File: src/rtl/mips_pkg.sv
// ============================================================================
// Module  : mips_pkg
// Purpose : Definitions shared by the single-cycle MIPS core and its
//           instruction-memory boot loader: memory depth, word width,
//           boot-loader state encoding and a length-validation helper.
// Ports   : none (package)
// Options : IMEM_BOOT_CHECKSUM_EN enables the CHECK state in the loader.
// Revision: 1.0 - initial release
// ============================================================================
`default_nettype none

package mips_pkg;

    // Instruction memory depth in 32-bit words; the memory and the loader
    // must agree on this value.
    localparam int IMEM_DEPTH_WORDS = 1000;
    localparam int WORD_W           = 32;

    typedef enum logic [1:0] {
        IDLE  = 2'd0,
        LOAD  = 2'd1,
        RUN   = 2'd2,
        CHECK = 2'd3
    } boot_state_t;

    // A program length is usable when it is non-zero and fits in memory.
    function automatic logic len_is_valid(input int unsigned len,
                                          input int unsigned depth);
        return (len != 0) && (len <= depth);
    endfunction

endpackage : mips_pkg

`default_nettype wire

File: src/rtl/imem_boot_loader_if.sv
// ============================================================================
// Module  : imem_boot_loader_if
// Purpose : Bundles the boot loader's control, program stream, memory write
//           port and core hand-off signals.
// Ports   : start/len    - load request and program length in words
//           s_valid/s_data/s_ready - program word stream
//           cpu_pc/imem_a - core PC in, instruction-memory address out
//           wr_en/wr_addr/wr_data - instruction-memory write port
//           cpu_rst_n/busy/done/err - core reset and loader status
//           Modport slave is the loader side, master the environment side.
// Options : none
// Revision: 1.0 - initial release
// ============================================================================
`default_nettype none

interface imem_boot_loader_if #(
    parameter int LEN_W = 10
);
    import mips_pkg::*;

    logic                 start;
    logic [LEN_W-1:0]     len;
    logic                 s_valid;
    logic [WORD_W-1:0]    s_data;
    logic                 s_ready;
    logic [WORD_W-1:0]    cpu_pc;
    logic [WORD_W-1:0]    imem_a;
    logic                 wr_en;
    logic [WORD_W-1:0]    wr_addr;
    logic [WORD_W-1:0]    wr_data;
    logic                 cpu_rst_n;
    logic                 busy;
    logic                 done;
    logic                 err;

    modport slave (
        input  start, len, s_valid, s_data, cpu_pc,
        output s_ready, imem_a, wr_en, wr_addr, wr_data,
               cpu_rst_n, busy, done, err
    );

    modport master (
        output start, len, s_valid, s_data, cpu_pc,
        input  s_ready, imem_a, wr_en, wr_addr, wr_data,
               cpu_rst_n, busy, done, err
    );

endinterface : imem_boot_loader_if

`default_nettype wire

File: src/rtl/imem_boot_loader.sv
// ============================================================================
// Module  : imem_boot_loader
// Purpose : Loads a program into instruction memory from a valid/ready word
//           stream (byte addresses 0,4,8,...), holds the core in reset while
//           loading, then releases it and hands imem_a over to the core PC.
// Ports   : clk    - single clock, rising edge
//           rst_n  - asynchronous active-low reset
//           bus    - imem_boot_loader_if.slave (see interface header)
// Params  : IMEM_DEPTH - memory depth in words, LEN_W - width of len
// Options : IMEM_BOOT_CHECKSUM_EN - after the data words, one trailer word is
//           accepted and compared with the XOR of all data words; a mismatch
//           flags err and leaves the core in reset.
// Revision: 1.0 - initial release
// ============================================================================
`default_nettype none

module imem_boot_loader
    import mips_pkg::*;
#(
    parameter int IMEM_DEPTH = IMEM_DEPTH_WORDS,
    parameter int LEN_W      = 10
) (
    input  logic              clk,
    input  logic              rst_n,
    imem_boot_loader_if.slave bus
);

    localparam logic [LEN_W:0] c_depth_words = (LEN_W+1)'(IMEM_DEPTH);
    localparam logic [LEN_W:0] c_one         = (LEN_W+1)'(1);

    boot_state_t        state_q,   state_d;
    logic [LEN_W-1:0]   len_q,     len_d;
    // One bit wider than len so a full-depth load never wraps.
    logic [LEN_W:0]     cnt_q,     cnt_d;
    logic               err_q,     err_d;
    logic               wr_en_q,   wr_en_d;
    logic [WORD_W-1:0]  wr_addr_q, wr_addr_d;
    logic [WORD_W-1:0]  wr_data_q, wr_data_d;
`ifdef IMEM_BOOT_CHECKSUM_EN
    logic [WORD_W-1:0]  acc_q,     acc_d;
`endif

    logic w_s_ready;
    logic w_beat;
    logic w_last;
    logic w_len_ok;

    // ------------------------------------------------------------------
    // Status outputs are pure decodes of the state, so cpu_rst_n/done rise
    // in the same cycle the final write pulse appears.
    // ------------------------------------------------------------------
`ifdef IMEM_BOOT_CHECKSUM_EN
    assign w_s_ready = (state_q == LOAD) || (state_q == CHECK);
`else
    assign w_s_ready = (state_q == LOAD);
`endif
    assign w_beat    = bus.s_valid && w_s_ready;
    assign w_last    = (cnt_q == ({1'b0, len_q} - c_one));
    assign w_len_ok  = len_is_valid(32'({1'b0, bus.len}), 32'(c_depth_words));

    assign bus.s_ready   = w_s_ready;
    assign bus.busy      = w_s_ready;
    assign bus.cpu_rst_n = (state_q == RUN);
    assign bus.done      = (state_q == RUN);
    assign bus.err       = err_q;
    assign bus.wr_en     = wr_en_q;
    assign bus.wr_addr   = wr_addr_q;
    assign bus.wr_data   = wr_data_q;
    assign bus.imem_a    = (state_q == RUN) ? bus.cpu_pc : wr_addr_q;

    // ------------------------------------------------------------------
    // Next-state logic
    // ------------------------------------------------------------------
    always_comb begin
        state_d   = state_q;
        len_d     = len_q;
        cnt_d     = cnt_q;
        err_d     = err_q;
        wr_en_d   = 1'b0;
        wr_addr_d = wr_addr_q;
        wr_data_d = wr_data_q;
`ifdef IMEM_BOOT_CHECKSUM_EN
        acc_d     = acc_q;
`endif

        case (state_q)
            // A start from RUN behaves exactly like one from IDLE; a bad
            // length in RUN only flags err and leaves the core running.
            IDLE, RUN: begin
                if (bus.start) begin
                    if (w_len_ok) begin
                        len_d   = bus.len;
                        cnt_d   = '0;
                        err_d   = 1'b0;
                        state_d = LOAD;
`ifdef IMEM_BOOT_CHECKSUM_EN
                        acc_d   = '0;
`endif
                    end else begin
                        err_d = 1'b1;
                    end
                end
            end

            LOAD: begin
                if (w_beat) begin
                    // The write lands one cycle after its handshake.
                    wr_en_d   = 1'b1;
                    wr_addr_d = {{(WORD_W-LEN_W-3){1'b0}}, cnt_q, 2'b00};
                    wr_data_d = bus.s_data;
                    cnt_d     = cnt_q + c_one;
`ifdef IMEM_BOOT_CHECKSUM_EN
                    acc_d     = acc_q ^ bus.s_data;
                    if (w_last) begin
                        state_d = CHECK;
                    end
`else
                    if (w_last) begin
                        state_d = RUN;
                    end
`endif
                end
            end

`ifdef IMEM_BOOT_CHECKSUM_EN
            // The trailer beat is compared, never written.
            CHECK: begin
                if (w_beat) begin
                    if (bus.s_data == acc_q) begin
                        state_d = RUN;
                    end else begin
                        err_d   = 1'b1;
                        state_d = IDLE;
                    end
                end
            end
`endif

            default: begin
                state_d = IDLE;
            end
        endcase
    end

    // ------------------------------------------------------------------
    // State registers
    // ------------------------------------------------------------------
    always_ff @(posedge clk or negedge rst_n) begin
        if (!rst_n) begin
            state_q   <= IDLE;
            len_q     <= '0;
            cnt_q     <= '0;
            err_q     <= 1'b0;
            wr_en_q   <= 1'b0;
            wr_addr_q <= '0;
            wr_data_q <= '0;
`ifdef IMEM_BOOT_CHECKSUM_EN
            acc_q     <= '0;
`endif
        end else begin
            state_q   <= state_d;
            len_q     <= len_d;
            cnt_q     <= cnt_d;
            err_q     <= err_d;
            wr_en_q   <= wr_en_d;
            wr_addr_q <= wr_addr_d;
            wr_data_q <= wr_data_d;
`ifdef IMEM_BOOT_CHECKSUM_EN
            acc_q     <= acc_d;
`endif
        end
    end

endmodule : imem_boot_loader

`default_nettype wire

File: src/flat_wrapper.sv
// flat-port wrapper written by rule: the top's interface ports become plain ports
module imem_boot_loader_flat import mips_pkg::*;
#(
    parameter int IMEM_DEPTH = IMEM_DEPTH_WORDS,
    parameter int LEN_W      = 10
)
  (clk, rst_n, bus_start, bus_len, bus_s_valid, bus_s_data, bus_cpu_pc, bus_s_ready, bus_imem_a, bus_wr_en, bus_wr_addr, bus_wr_data, bus_cpu_rst_n, bus_busy, bus_done, bus_err);
  imem_boot_loader_if #(.LEN_W(LEN_W)) bus_i ();
  input  logic clk;
  input  logic rst_n;
  input wire logic [$bits(bus_i.start)-1:0] bus_start;
  input wire logic [$bits(bus_i.len)-1:0] bus_len;
  input wire logic [$bits(bus_i.s_valid)-1:0] bus_s_valid;
  input wire logic [$bits(bus_i.s_data)-1:0] bus_s_data;
  input wire logic [$bits(bus_i.cpu_pc)-1:0] bus_cpu_pc;
  output wire logic [$bits(bus_i.s_ready)-1:0] bus_s_ready;
  output wire logic [$bits(bus_i.imem_a)-1:0] bus_imem_a;
  output wire logic [$bits(bus_i.wr_en)-1:0] bus_wr_en;
  output wire logic [$bits(bus_i.wr_addr)-1:0] bus_wr_addr;
  output wire logic [$bits(bus_i.wr_data)-1:0] bus_wr_data;
  output wire logic [$bits(bus_i.cpu_rst_n)-1:0] bus_cpu_rst_n;
  output wire logic [$bits(bus_i.busy)-1:0] bus_busy;
  output wire logic [$bits(bus_i.done)-1:0] bus_done;
  output wire logic [$bits(bus_i.err)-1:0] bus_err;
  assign bus_i.start = bus_start;
  assign bus_i.len = bus_len;
  assign bus_i.s_valid = bus_s_valid;
  assign bus_i.s_data = bus_s_data;
  assign bus_i.cpu_pc = bus_cpu_pc;
  assign bus_s_ready = bus_i.s_ready;
  assign bus_imem_a = bus_i.imem_a;
  assign bus_wr_en = bus_i.wr_en;
  assign bus_wr_addr = bus_i.wr_addr;
  assign bus_wr_data = bus_i.wr_data;
  assign bus_cpu_rst_n = bus_i.cpu_rst_n;
  assign bus_busy = bus_i.busy;
  assign bus_done = bus_i.done;
  assign bus_err = bus_i.err;
  imem_boot_loader #(.IMEM_DEPTH(IMEM_DEPTH), .LEN_W(LEN_W)) u_core (.clk(clk), .rst_n(rst_n), .bus(bus_i));
endmodule
File: config.mk
export PLATFORM = sky130hd
export DESIGN_NAME = imem_boot_loader_flat
export DESIGN_NICKNAME = d
export VERILOG_FILES = /design/src/rtl/mips_pkg.sv /design/src/rtl/imem_boot_loader_if.sv /design/src/rtl/imem_boot_loader.sv /design/src/flat_wrapper.sv
export SDC_FILE = /design/constraint.sdc
export NUM_CORES = 1
export LEC_CHECK = 0
export CAP_MARGIN = 20
export CORE_UTILIZATION = 37
export DETAILED_ROUTE_END_ITERATION = 12
export GPL_ROUTABILITY_DRIVEN = 1
export GPL_TIMING_DRIVEN = 1
export HOLD_SLACK_MARGIN = 0.05
export PLACE_DENSITY = 0.82
export SLEW_MARGIN = 20
export SYNTH_ARGS = -nofsm -noshare
export SYNTH_HDL_FRONTEND = slang
export SYNTH_SLANG_ARGS = --single-unit
File: constraint.sdc
create_clock -name clk -period 1.72 [get_ports clk]
set_input_delay 0.172 -clock clk [delete_from_list [all_inputs] [get_ports clk]]
set_output_delay 0.172 -clock clk [all_outputs]
set_load 0.01 [all_outputs]
---- Yosys cells after proc, flatten, opt, wreduce, memory -nomap -nowiden ----
Cells that the tools add are included.
storage, ports and cells
  logic and storage cells ................. 41
  bits in registers ....................... 68
operators by class
  equal/unequal tests ..................... 7
  $lt $le $gt $ge ......................... 1
  reductions and logical operators ........ 11
  add/subtract/negate cells ............... 2
  muxes and demuxes ....................... 13
operators by type and width
  cell                                                                      count
  11-bit two-way mux                                                        3
  32-bit two-way mux                                                        1
  11-bit case mux with 2 select lines                                       1
  11-bit by 1-bit adder with 11-bit output (second input constant)          1
  11-bit equality test                                                      1
  10-bit by 1-bit subtractor with 11-bit output (second input constant)     1
  10-bit <= comparator (second input constant)                              1
  10-bit nonzero test                                                       1
  2-bit two-way mux                                                         4
  4-bit AND reduction                                                       2
  2-bit inequality test (second input constant)                             3
  2-bit case mux with 2 select lines                                        1
  2-bit AND reduction                                                       2
  1-bit two-way mux                                                         3
  3-bit AND reduction                                                       1
  2-bit by 1-bit equality test with 1-bit output (second input constant)    1
  2-bit equality test (second input constant)                               1
  1-bit logical AND                                                         2
  2-bit zero test                                                           1
  2-bit by 1-bit inequality test with 1-bit output (second input constant)  1
  2-bit nonzero test                                                        1
  2-bit OR reduction                                                        1

---- Logic depth before layout (Yosys ltp) ----
  depth after elaboration ................. 5
  mapped depth ............................ 8
  depth with buffers taken out ............ 8

---- Worst setup path after synthesis ----
OpenSTA, ideal clock, no wires.
  path kind ............................... reg-to-reg
  from .................................... register u_core.len_q[4]
  to ...................................... register u_core.state_q[1]
  data required time ...................... 1.600 ns
  arrival ................................. 1.721 ns
  stages on the path, launching flop included .. 7
  path slack .............................. -0.121 ns
  cells stage by stage .................... dfrtp_1 -> buf_2 -> or4_4 -> o31a_1 -> o21ai_2 -> a22oi_1 -> a41o_1
between the ends
  longest elaborated chain between the ends .. 4
ends and longest elaborated chain
  element                                        RTL line                 source
  start: declaration                             imem_boot_loader.sv:32   logic [LEN_W-1:0] len_q, len_d;
  start signal: assignment                       imem_boot_loader.sv:162  len_q <= len_d;
  10-bit by 1-bit subtractor with 11-bit output  imem_boot_loader.sv:58   assign w_last = (cnt_q == ({1'b0, len_q} - c_one));
  11-bit equality test                           imem_boot_loader.sv:58
  2-bit inequality test (no line)                -
  4-bit AND reduction (no line)                  -
  end signal: assignment                         imem_boot_loader.sv:161  state_q <= state_d;
  end: declaration                               imem_boot_loader.sv:31   boot_state_t state_q, state_d;
Every way passes these cells.
A chain may end at the register's enable or synchronous reset.

---- Final worst setup path ----
  from .................................... register u_core.len_q[0]
  to ...................................... register u_core.state_q[1]
The elaborated chain is that of the path after synthesis.

==> flow_summary.yaml <==
detailed_routing:
  vias: 3554
  first_pass_iters: 4
  avgViaCountPerCell: 4.829
  first_iter_violations: 172
  ant_nets: 0
  drc: 0
  routedWlPerCell_um: 15.47
  drt_wl_total_um: 11390
global_route:
  first_global_vias: 3647
  grt_max_degree: 47
  met2_usage_pct: 40.25
  antenna_found_initial: 0
  grt_usage_pct: 22.56
  use_met3_pct: 6.337
  top_usage_layer: "met2"
  grt_util_met1_pct: 24.56
  grt_remaining_overflow: 0
  grt_pass1_wl_um: 17370
setup_path:
  reg2reg_depth: 5
  timing.rr.start: "u_core.len_q[0]"
  slowest_delay_ns: 0.58
  cp_top_family: "compound AO/OA/AOI/OAI gates"
  crit_required_ns: 1.94
  worstPathArrival_ns: 2.12
  crit_type: "reg -> reg"
  cpMaxStageDelayCell: "or4_4"
  crit_path_start: "u_core.len_q[0]"
  crit_path_end_kind: "register"
  crit_chain: "or4_4, o31a_1, o21ai_2, a22oi_2, a41o_1"
  critPathMaxFanout: 5
  crit_path_start_kind: "register"
  path_buf_inv: 0
  regToRegSetupSlack_ns: -0.17
  worst_r2r_endpoint: "u_core.state_q[1]"
logic_synthesis:
  synth-warning-count: 0
  netlist_instances: 406
  synth_edf_count: 0
  synth-seq-cells: 68
  ys_seq_area_share_pct: 47.67
  syn_avg_cell_area_um2: 8.792
  ys_async_sr_fraction_pct: 100.0
  synth.distinct_cells: 46
  synth_ff_type: "dfrtp_1"
  synthesis.area_mm2: 0.003570
pwr:
  vdd_ir_drop_max_v: 0.0008441
  cellPowerDensity_mw_per_mm2: 1301
  leakage_nw: 2.878
finish:
  diodes: 0
  area_delta_synth_final_pct: 68.38
  nFillCells: 737
  final_cell_mix: "142 x nand2_1, 119 x clkdlybuf4s50_1, 66 x dfrtp_1"
  final_util_pct: 64.74
  final_layout_size_suffix_gt1_share_pct: 22.73
  fin_nets: 682
  mostFrequentLayoutCell: "nand2_1"
  fin_cells: 736
timing:
  tightest_slew_ns: 0.5422
  fin_crit_ns: 1.893
  period_share_pct: 110.1
  fmax_mhz: 528.3
  final.setup.tns_ns: -1.416
  rsz0062_at_grt: "true"
  hold_viol_final: 0
  slew_headroom_pct: 63.85
  finalClockSkew_ns: 0.005848
  finalSetupViolCount: 16
  finalMaxSlewViolations: 0
  fin_ws_ns: -0.1730
place:
  place_hpwl_um: 7853
  place.gp.congestion: 0.8327
  dp.cells: 707
  port_buffers: 158
job:
  drv_cap: 0
cts:
  cts_tree: "done"
  clk_latency_ns: 0.34
  cts.sinks: 68
  htreeDepth: 3
  cts_made_buffers: 9
  clockBufferDepth: 2
  clk_pin_slew_ns: 0.07
  cts.root.buffer_cell: "clkbuf_8"
die:
  fp.dieW_um: 100.2
  rows: 35
  core-area_mm2: 0.009284
  die_area_mm2: 0.01005
  start_util_pct: 38.45
  die_h_um: 100.2
  pin_count: 180
min_path:
  hold_depth: 3
  min_to: "u_core.len_q[0]"
  hold_path_startpoint: "bus_len[0]"
  hp-class: "in -> reg"
outcome:
  status: "finished, violations left"
  failed_checks: "setup timing"
-- registers in the layout, indices dropped and copies added, names as in the netlist --
| signal | flops |
|---|---|
| u_core.state_q | 2 |
| u_core.len_q | 10 |
| u_core.bus.wr_addr | 11 |
| u_core.cnt_q | 11 |
| u_core.bus.wr_data | 32 |
| u_core.bus.wr_en | 1 |
| u_core.bus.err | 1 |
-- cell families after synthesis --
logic type | after synthesis | synth area share [%]
simple gates | 219 | 27.83
xor+xnor | 15 | 3.680
buf+inv | 49 | 8.132
compound gates | 34 | 6.205
flops | 68 | 47.67
mux | 18 | 5.678
other cells | 1 | 0.1051
fa+ha+maj | 2 | 0.7009
-- Yosys cell counts (3+ instances only) --
| cell type | count | area [um^2] |
|---|---|---|
| mux2_2 | 18 | 202.7 |
| dfrtp_1 | 68 | 1702 |
| nor2b_1 | 5 | 31.28 |
| xor2_1 | 11 | 96.34 |
| and3_1 | 4 | 25.02 |
| and2_1 | 22 | 137.6 |
| nor4_1 | 5 | 31.28 |
| clkbuf_1 | 13 | 48.80 |
| nor2_1 | 14 | 52.55 |
| buf_4 | 25 | 187.7 |
| nand2_1 | 143 | 536.8 |
| o21ai_0 | 10 | 50.05 |
| xnor2_1 | 4 | 35.03 |
| buf_2 | 4 | 20.02 |
| o211ai_1 | 4 | 30.03 |
| a21oi_1 | 6 | 30.03 |
| nand4_1 | 4 | 25.02 |
| nor3_1 | 5 | 25.02 |
| a31oi_1 | 3 | 18.77 |
| inv_1 | 4 | 15.01 |
| or3_1 | 4 | 25.02 |
-- metrics by stage --
stage	power [mW]	setup WS (ns)	hold WS (ns)	area (um^2)
after floorplan	4.191	-0.06494	-0.1236	3659
after global placement	5.784	-0.3476	0.1832	5455
after detailed placement	5.912	-0.3760	0.1937	5455
after CTS	7.616	-0.1632	0.3393	5896
after global routing	8.323	-0.2596	0.2419	6011
final	7.822	-0.1730	0.2360	6011
-- report_power, final --
part	switching, mW	total, mW	leakage, nW	internal [mW]
clock network	0.597	1.56	0.117	0.960
registers	0.465	2.58	0.850	2.12
logic	1.73	3.68	1.91	1.95
total	2.79	7.82	2.88	5.03
-- worst reg2reg max path, delay by kind of cell (launching register included) --
| kind | cells | cell delay [ns] |
|---|---|---|
| AO/OA/AOI/OAI | 4 | 0.76 |
| AND/OR/NAND/NOR | 1 | 0.58 |
| flip-flops | 1 | 0.45 |
-- timing repair --
item / 4_1_cts / 5_1_grt
setup buffers: 9 / 6
gates resized for setup: 112 / 56
hold endpoints to repair: 39 / 0
setup endpoints to repair: 46 / 41
cloned: 0 / 1
hold buffers: 1 / 0
pin swaps: 4 / 11
-- how the worst max path moves through the flow --
stage | end | slack, ns | depth (start not counted)
6_report | u_core.state_q[1] | -0.17 | 5
5_1_grt | u_core.state_q[1] | -0.26 | 7
4_1_cts | bus_imem_a[8] | -0.16 | 6
3_5_place_dp | u_core.len_q[8] | -0.38 | 6
3_3_place_gp | u_core.len_q[5] | -0.35 | 6
2_1_floorplan | u_core.state_q[1] | -0.06 | 5
-- final cells by class --
| type | instances | area, um^2 | area share (%) |
|---|---|---|---|
| clock buffer | 11 | 131.4 | 2.186 |
| inverter | 5 | 21.27 | 0.3539 |
| timing repair buffer | 209 | 2033 | 33.83 |
| tap | 129 | 161.4 | 2.685 |
| clock inverter | 5 | 100.1 | 1.665 |
| sequential | 68 | 1704 | 28.35 |
| multi-input combinational | 309 | 1859 | 30.93 |
-- per-layer routing --
metal  vias to the layer above  share of wire [%]
met5                         -                  0
met4                         0                2.8
met3                        19                7.5
met2                       160                 52
met1                      1709                 38
li1                       1666                  -
Note: power is estimated with default switching activity, not from simulation.
